### src/rtl/ir_queue.sv
// Instruction queue between ifu and exu: DEPTH-entry FIFO of {pc, ir, rv32}.
// Optional IR_QUEUE_BYPASS_EN: zero-latency ifu->exu forwarding when the queue is empty.
module ir_queue #(
  parameter int DEPTH   = 2,
  parameter int XLEN    = 32,
  parameter int PC_SIZE = 32
) (
  input  logic                         clk,
  input  logic                         rst,
  input  logic [XLEN-1:0]              ifu_q_i_ir,
  input  logic [PC_SIZE-1:0]           ifu_q_i_pc,
  input  logic                         ifu_q_i_valid,
  output logic                         q_ifu_o_ready,
  output logic [XLEN-1:0]              q_exu_o_ir,
  output logic [PC_SIZE-1:0]           q_exu_o_pc,
  output logic                         q_exu_o_rv32,
  output logic                         q_exu_o_valid,
  input  logic                         exu_q_i_ready,
  input  logic                         exu_q_i_flush,
  output logic [$clog2(DEPTH+1)-1:0]   q_o_count
);

  localparam int AW = $clog2(DEPTH);
  localparam int CW = $clog2(DEPTH+1);

  function automatic logic is_rv32(input logic [XLEN-1:0] ir);
    return (ir[1:0] == 2'b11) && (ir[4:2] != 3'b111);
  endfunction

  logic [XLEN-1:0]    ir_mem_q   [DEPTH];
  logic [PC_SIZE-1:0] pc_mem_q   [DEPTH];
  logic               rv32_mem_q [DEPTH];

  logic [AW-1:0]      wr_ptr_q, wr_ptr_d, rd_ptr_q, rd_ptr_d;
  logic [CW-1:0]      count_q, count_d;
  logic [XLEN-1:0]    hold_ir_q, hold_ir_d;
  logic [PC_SIZE-1:0] hold_pc_q, hold_pc_d;
  logic               hold_rv32_q, hold_rv32_d;
  logic               push, pop, not_empty;
`ifdef IR_QUEUE_BYPASS_EN
  logic               byp;
`endif

  always_comb begin
    not_empty     = (count_q != '0);
    q_ifu_o_ready = (count_q != CW'(DEPTH));
    // Empty queue shows whatever exu last saw, so the head never glitches to stale storage.
    q_exu_o_ir    = hold_ir_q;
    q_exu_o_pc    = hold_pc_q;
    q_exu_o_rv32  = hold_rv32_q;
    q_exu_o_valid = not_empty;
    if (not_empty) begin
      q_exu_o_ir   = ir_mem_q[rd_ptr_q];
      q_exu_o_pc   = pc_mem_q[rd_ptr_q];
      q_exu_o_rv32 = rv32_mem_q[rd_ptr_q];
    end
    pop  = not_empty & exu_q_i_ready & ~exu_q_i_flush;
    push = ifu_q_i_valid & q_ifu_o_ready & ~exu_q_i_flush;
`ifdef IR_QUEUE_BYPASS_EN
    byp = ~not_empty & ifu_q_i_valid & ~exu_q_i_flush;
    if (byp) begin
      q_exu_o_ir    = ifu_q_i_ir;
      q_exu_o_pc    = ifu_q_i_pc;
      q_exu_o_rv32  = is_rv32(ifu_q_i_ir);
      q_exu_o_valid = 1'b1;
    end
    // A forwarded instruction taken by exu in the same cycle never enters storage.
    push = push & ~(byp & exu_q_i_ready);
`endif
    wr_ptr_d = wr_ptr_q + AW'(push);
    rd_ptr_d = rd_ptr_q + AW'(pop);
    count_d  = count_q;
    if (push && !pop)      count_d = count_q + CW'(1);
    else if (pop && !push) count_d = count_q - CW'(1);
    if (exu_q_i_flush) begin
      wr_ptr_d = '0;
      rd_ptr_d = '0;
      count_d  = '0;
    end
    hold_ir_d   = hold_ir_q;
    hold_pc_d   = hold_pc_q;
    hold_rv32_d = hold_rv32_q;
    if (q_exu_o_valid) begin
      hold_ir_d   = q_exu_o_ir;
      hold_pc_d   = q_exu_o_pc;
      hold_rv32_d = q_exu_o_rv32;
    end
  end

  always_ff @(posedge clk) begin
    if (rst) begin
      wr_ptr_q    <= '0;
      rd_ptr_q    <= '0;
      count_q     <= '0;
      hold_ir_q   <= '0;
      hold_pc_q   <= '0;
      hold_rv32_q <= 1'b0;
    end else begin
      wr_ptr_q    <= wr_ptr_d;
      rd_ptr_q    <= rd_ptr_d;
      count_q     <= count_d;
      hold_ir_q   <= hold_ir_d;
      hold_pc_q   <= hold_pc_d;
      hold_rv32_q <= hold_rv32_d;
    end
  end

  always_ff @(posedge clk) begin
    if (push && !rst) begin
      ir_mem_q[wr_ptr_q]   <= ifu_q_i_ir;
      pc_mem_q[wr_ptr_q]   <= ifu_q_i_pc;
      rv32_mem_q[wr_ptr_q] <= is_rv32(ifu_q_i_ir);
    end
  end

  assign q_o_count = count_q;

endmodule
### config.mk
export PLATFORM = sky130hd
export DESIGN_NAME = ir_queue
export DESIGN_NICKNAME = d
export VERILOG_FILES = /design/src/rtl/ir_queue.sv
export SDC_FILE = /design/constraint.sdc
export NUM_CORES = 1
export LEC_CHECK = 0
export BUFFER_PORTS_ARGS = -buffer_cell sky130_fd_sc_hd__buf_2
export CORE_AREA = 3 3 165 167
export CTS_CLUSTER_SIZE = 28
export DETAILED_ROUTE_END_ITERATION = 7
export DIE_AREA = 0 0 168 170
export PLACE_DENSITY = 0.52
export RECOVER_POWER = 25
export SYNTH_ARGS = -nofsm -noshare
export SYNTH_HDL_FRONTEND = slang
export SYNTH_SLANG_ARGS = --single-unit
### constraint.sdc
create_clock -name clk -period 14.4 [get_ports clk]
set_clock_uncertainty 0.1 [all_clocks]
set_input_delay 2.88 -clock clk [delete_from_list [all_inputs] [get_ports clk]]
set_output_delay 2.88 -clock clk [all_outputs]
set_load 0.05 [all_outputs]
==> results of run 1 <==
==> where the power goes <==
part | internal, W | switching (W) | leakage, nW
combinational | 0.0000503 | 0.000174 | 1.28
sequential | 0.000631 | 0.00000667 | 1.75
clock | 0.000265 | 0.000230 | 0.297
==> synthesized netlist by cell type, drive strengths merged, types with 3 or more instances <==
| library cell | number |
|---|---|
| a211oi | 65 |
| and2b | 9 |
| buf | 23 |
| clkbuf | 13 |
| dfxtp | 69 |
| edfxtp | 130 |
| nor2 | 134 |
| nor2b | 56 |
| nor3 | 67 |
| xor2 | 3 |
==> critical path, delay by kind of cell, from the launching register on <==
kind | cells | cell delay (ps)
AND/OR/NAND/NOR | 1 | 250
buffers and inverters | 2 | 1190
AO/OA/AOI/OAI | 1 | 180
flip-flops | 1 | 730
==> metrics by stage <==
stage	area (um^2)	setup WS, ps
after global routing	9180	8250
after floorplan	7700	6010
after CTS	9220	8420
after detailed placement	8620	8430
final	9180	8500
after global placement	8620	8430
==> cells in the final DEF, fill, tap and decap left out, types with 7 or more instances in the layout <==
master and count:
nor3_1 65, a211oi_2 58, a211oi_1 7, edfxtp_1 130
clkbuf_1 32, buf_4 7, and2b_1 9, nor2_1 133
buf_2 105, inv_6 8, dfxtp_1 68, nor2b_1 56
clkbuf_16 17
==> state kept, by name, indices dropped and copies added, names as in the netlist <==
signal       cells
ir_mem_q        64
pc_mem_q        64
hold_ir_q       32
hold_pc_q       32
q_o_count        2
rv32_mem_q       2
hold_rv32_q      1
rd_ptr_q         1
wr_ptr_q         1
==> cells by family after synthesis <==
logic type               share of synthesized area
AO/OA/AOI/OAI                                0.106
XOR/XNOR                                   0.00341
adder cells (fa/ha/maj)                    0.00163
buffers and inverters                       0.0343
flip-flops                                   0.687
AND/OR/NAND/NOR                              0.168
==> metal layers <==
| layer | part of all wire | wire, um |
|---|---|---|
| met1 | 0.46 | 7510 |
| met2 | 0.48 | 7760 |
| met3 | 0.048 | 782 |
| met4 | 0.0092 | 150 |
| met5 | 0.0017 | 27 |
==> area by class of cell <==
cell class | instances | share of cell area
Clock buffer | 17 | 0.0463
Inverter | 2 | 0.000818
Sequential cell | 199 | 0.576
Multi-Input combinational cell | 348 | 0.235
Timing Repair Buffer | 144 | 0.0760
Tap cell | 335 | 0.0456
Clock inverter | 15 | 0.0198
==> worst max-delay path by stage <==
stage / start / end / slack, ps / cells after the start
after global placement: rst / ir_mem_q[1][21] / 8430 / 5
after detailed placement: rst / ir_mem_q[1][26] / 8430 / 5
after global routing: rd_ptr_q / q_exu_o_pc[3] / 8250 / 4
after CTS: rd_ptr_q / q_exu_o_ir[27] / 8420 / 5
final: rd_ptr_q / q_exu_o_ir[30] / 8500 / 4
after floorplan: exu_q_i_flush / ir_mem_q[0][0] / 6010 / 3
==> impl_metrics.tcl, run 1 <==
set metrics [dict create \
    die_area_um2 28600 \
    ys_ff_latch 199 \
    use_met3 0.0339 \
    cts_hold_buf 0 \
    cts_tree "done" \
    cts_root_buf "clkbuf_16" \
    antenna_found_initial 2 \
    rsz0062_at_grt "no" \
    slew_viol_final 0 \
    gr-total-overflow 0 \
    boundaryPins 138 \
    worst_hold_path_type "reg -> reg" \
    netlist_area_um2 7700 \
    grt_max_degree 86 \
    fillers 2569 \
    areaGrowthSynthToFinish_pct 19.3 \
    die_h_um 170 \
    crit_type "reg -> out" \
    cts_resized 0 \
    synth.distinct_cells 26 \
    grt_pass1_wl_um 25400 \
    worstPathCellList "buf_4 > a211oi_2 > nor2_1 > buf_2" \
    synth_fp_nets 655 \
    cp.required_ps 11420 \
    synth_edf_count 130 \
    drt_first_pass_iters 4 \
    vias 4602 \
    drt_iter0_drc 216 \
    gp_congestion 0.650 \
    period_share 0.410 \
    fin_crit_ps 5900 \
    peakVddDrop_mv 0.0709 \
    htree_num_levels 4 \
    leakagePower_nw 3.33 \
    rows 59 \
    die_w_um 168 \
    cts_made_buffers 17 \
    busiest_layer "met2" \
    holdPathEnd "hold_pc_q[25]" \
    hpwlAfterDp_um 9710 \
    critPathLaunchType "flip-flop" \
    synth_area_per_cell_um2 13.2 \
    finalHoldWorstSlack_ps 407 \
    dp.cells 1028 \
    cp_slowest_stage_delay_ps 880 \
    clockBufferDepth 2 \
    port_buffers 137 \
    stdcell_count 1060 \
    rr_worst_depth 4 \
    post-route-util 0.354 \
    gr-usage-met2 0.185 \
    tns_ps 0 \
    synth_top_area_share 0.507 \
    crit_path_top_delay_cell "buf_4" \
    finalHoldViolCount 0 \
    multiInputGateArea_um2 2160 \
    timing.fmax_ghz 0.170 \
    insertion_delay_ps 420 \
    synthArstFlopShare 0 \
    antenna_cells 0 \
    initial_core_util 0.297 \
    yosys-top-cells-area "edfxtp_1 51%, dfxtp_1 18%, a211oi_2 9.4%" \
    r2r_start "q_o_count[0]" \
    worstHoldStart "hold_pc_q[25]" \
    core_um2 25900 \
    synth_ff_type "edfxtp_1" \
    pwr_density_cell_nw_per_um2 148 \
    synth_area_leader_cell "edfxtp_1" \
    syn_inst 585 \
    wirelength_um 16200 \
    min_path_cells 2 \
    cp-end-kind "primary output" \
    cts_sinks 199 \
    path_clk_slew_ps 70 \
    worst_slew_pin_slew_ps 1100 \
    drive_gt1_frac 0.288 \
    track_usage 0.115 \
    cts_setup_buffers 0 \
    ys_warn_count 0 \
    r2r-end "ir_mem_q[1][17]" \
    seq_area_um2 5290 \
    grt_pass1_vias 4506 \
    worstPathMaxFanout 85 \
    synth_seq_area_share 0.687 \
    vias_per_cell 4.34 \
    worstPathArrival_ps 2920 \
    relSlewSlack 0.265 \
    wl_per_cell_um 15.3 \
    total_power_w 0.00136 \
    met1_usage 0.149 \
    final_nets 782 \
    ant_nets 0 \
    drc 0 \
    final-setup-viol-count 0 \
    reg2reg_slack_ps 11470 \
    maxCapViolCount 0 \
    outcome "complete, no violations" \
]
Note: power is estimated with default switching activity, not from simulation.
==> inputs of run 2 (changes only) <==
==> constraint.sdc (replaced) <==
create_clock -name clk -period 5.66 [get_ports clk]
set_clock_uncertainty 0.1 [all_clocks]
set_input_delay 1.132 -clock clk [delete_from_list [all_inputs] [get_ports clk]]
set_output_delay 1.132 -clock clk [all_outputs]
set_load 0.05 [all_outputs]
==> run 2 against run 1 <==
Routed wire length fell by 0.96%. Sequential power grew to 2.5 times the previous value. Non-clock buffer count increased by 3. Critical path depth grew 3. First-iteration DRC count is 1.9% lower. Final area shrank 0.60%. Global-route usage increased by 0.061 points. Via count shrank 0.28%. Combinational power grew to 2.5 times the previous value. Power is 140% higher. Core utilization shrank 0.21 points. Highest routed layer unchanged.
==> impl_metrics.tcl, run 2 (synthesis results as in run 1) <==
set metrics [dict create \
    drt_first_pass_iters 4 \
    ant_nets 0 \
    grt_max_degree 66 \
    vias_per_cell 4.31 \
    finalHoldViolCount 0 \
    initial_core_util 0.297 \
    drc 0 \
    antenna_found_initial 2 \
    vias 4589 \
    drive_gt1_frac 0.284 \
    cp.required_ps 4430 \
    intPower_w 0.00230 \
    crit_path_top_delay_cell "inv_2" \
    core_um2 25900 \
    grt_pass1_vias 4590 \
    final_nets 785 \
    swShare 0.302 \
    cts_sinks 199 \
    htree_num_levels 4 \
    cts_resized 0 \
    worstPathMaxFanout 34 \
    track_usage 0.115 \
    crit_type "reg -> out" \
    path_clk_slew_ps 70 \
    clkPwrFrac 0.334 \
    worstPathCellList "nor2_4 > buf_4 > inv_2 > buf_4 > nor2_1 > nor2_1 > buf_2" \
    grt_pass1_wl_um 25700 \
    finalHoldWorstSlack_ps 406 \
    outcome "complete, no violations" \
    cts_tree "done" \
    final-setup-viol-count 0 \
    wirelength_um 16100 \
    fillers 2556 \
    boundaryPins 138 \
    timing.fmax_ghz 0.246 \
    dp.cells 1031 \
    p_sw_w 0.000993 \
    power_frac_seq 0.493 \
    final_common_cell "nor2_1" \
    cts_made_buffers 17 \
    die_area_um2 28600 \
    fin_crit_ps 4060 \
    tns_ps 0 \
    peakVddDrop_mv 0.140 \
    cts_hold_buf 0 \
    critPathLaunchType "flip-flop" \
    areaGrowthSynthToFinish_pct 18.6 \
    die_w_um 168 \
    relSlewSlack 0.450 \
    cp_top_family "buffers and inverters" \
    hpwlAfterDp_um 10300 \
    cp_slowest_stage_delay_ps 560 \
    drt_iter0_drc 212 \
    rows 59 \
    period_share 0.718 \
    gp_congestion 0.683 \
    p_comb_frac 0.173 \
    cts_root_buf "clkbuf_16" \
    rsz0062_at_grt "no" \
    worst_slew_pin_slew_ps 820 \
    insertion_delay_ps 420 \
    worst_hold_path_type "reg -> reg" \
    reg.largest.list "ir_mem_q (64), pc_mem_q (64)" \
    cts_setup_buffers 0 \
    port_buffers 137 \
    clockBufferDepth 2 \
    maxCapViolCount 0 \
    wl_per_cell_um 15.1 \
    pwr_density_cell_nw_per_um2 360 \
    die_h_um 170 \
    worstPathArrival_ps 2830 \
    cp-end-kind "primary output" \
    slew_viol_final 0 \
    reg2reg_slack_ps 3110 \
    worst-path-buf-inv 4 \
    gr-total-overflow 0 \
    final_cell_mix "133 x nor2_1, 130 x edfxtp_1, 103 x buf_2" \
    leakagePower_nw 3.30 \
    stdcell_count 1064 \
]
-- run 2: cell count changes in the layout (fill, tap and decap cells not counted), sizes merged --
cell      change
buf           +2
bufinv        -2
clkbuf        +3
clkinv        +7
clkinvlp      +1
diode         +1
inv           -8
-- run 2: worst register-to-register path: cells and delay by family (launching register included) --
family | cells | cell delay, ps
AND/OR/NAND/NOR | 3 | 1030
buffers and inverters | 1 | 570
flip-flops | 1 | 470
-- run 2: path summary, 6_finish.rpt --
check                                   from               to  depth (start not counted)
worst max-delay path            q_o_count[0]   q_exu_o_pc[14]                          7
worst min-delay path            hold_ir_q[1]     hold_ir_q[1]                          2
worst max register to register  q_o_count[0]  ir_mem_q[0][12]                          4
worst min register to register  hold_ir_q[1]     hold_ir_q[1]                          2
-- run 2: stage by stage --
step	area, um^2	worst slack, ps	utilization	total power, W
after floorplan	7700	-986	-	0.00210
after global placement	8650	2000	0.334	0.00223
after detailed placement	8650	1980	0.334	0.00223
after CTS	9170	1510	0.354	0.00334
after global routing	9130	1350	0.352	0.00344
final	9130	1600	0.352	0.00329
-- run 2: routing by layer --
| metal | part of all wire | GRT usage | vias up |
|---|---|---|---|
| met1 | 0.47 | 0.153 | 2135 |
| met3 | 0.055 | 0.0383 | 13 |
| li1 | - | - | 2342 |
| met4 | 0.010 | 0.0370 | 2 |
| met2 | 0.46 | 0.179 | 97 |
| met5 | 0.00081 | 0 | - |
-- run 2: cell type report --
type                    instances  area, um^2  share of cell area
clock inverters                13        83.8             0.00918
flip-flops and latches        199        5290               0.579
well taps                     335         419              0.0459
clock buffers                  19         433              0.0474
diodes                          1        2.50            0.000274
inverters                       2        7.51            0.000822
repair buffers                147         731              0.0801
multi-input cells             348        2160               0.237
-- run 2: power by group through the flow --
stage | registers [W] | logic, W | clock network, W
2_1_floorplan | 0.00166 | 0.000440 | 0
3_3_place_gp | 0.00165 | 0.000578 | 0
3_5_place_dp | 0.00165 | 0.000581 | 0
4_1_cts | 0.00162 | 0.000582 | 0.00114
5_1_grt | 0.00163 | 0.000616 | 0.00120
6_report | 0.00162 | 0.000570 | 0.00110
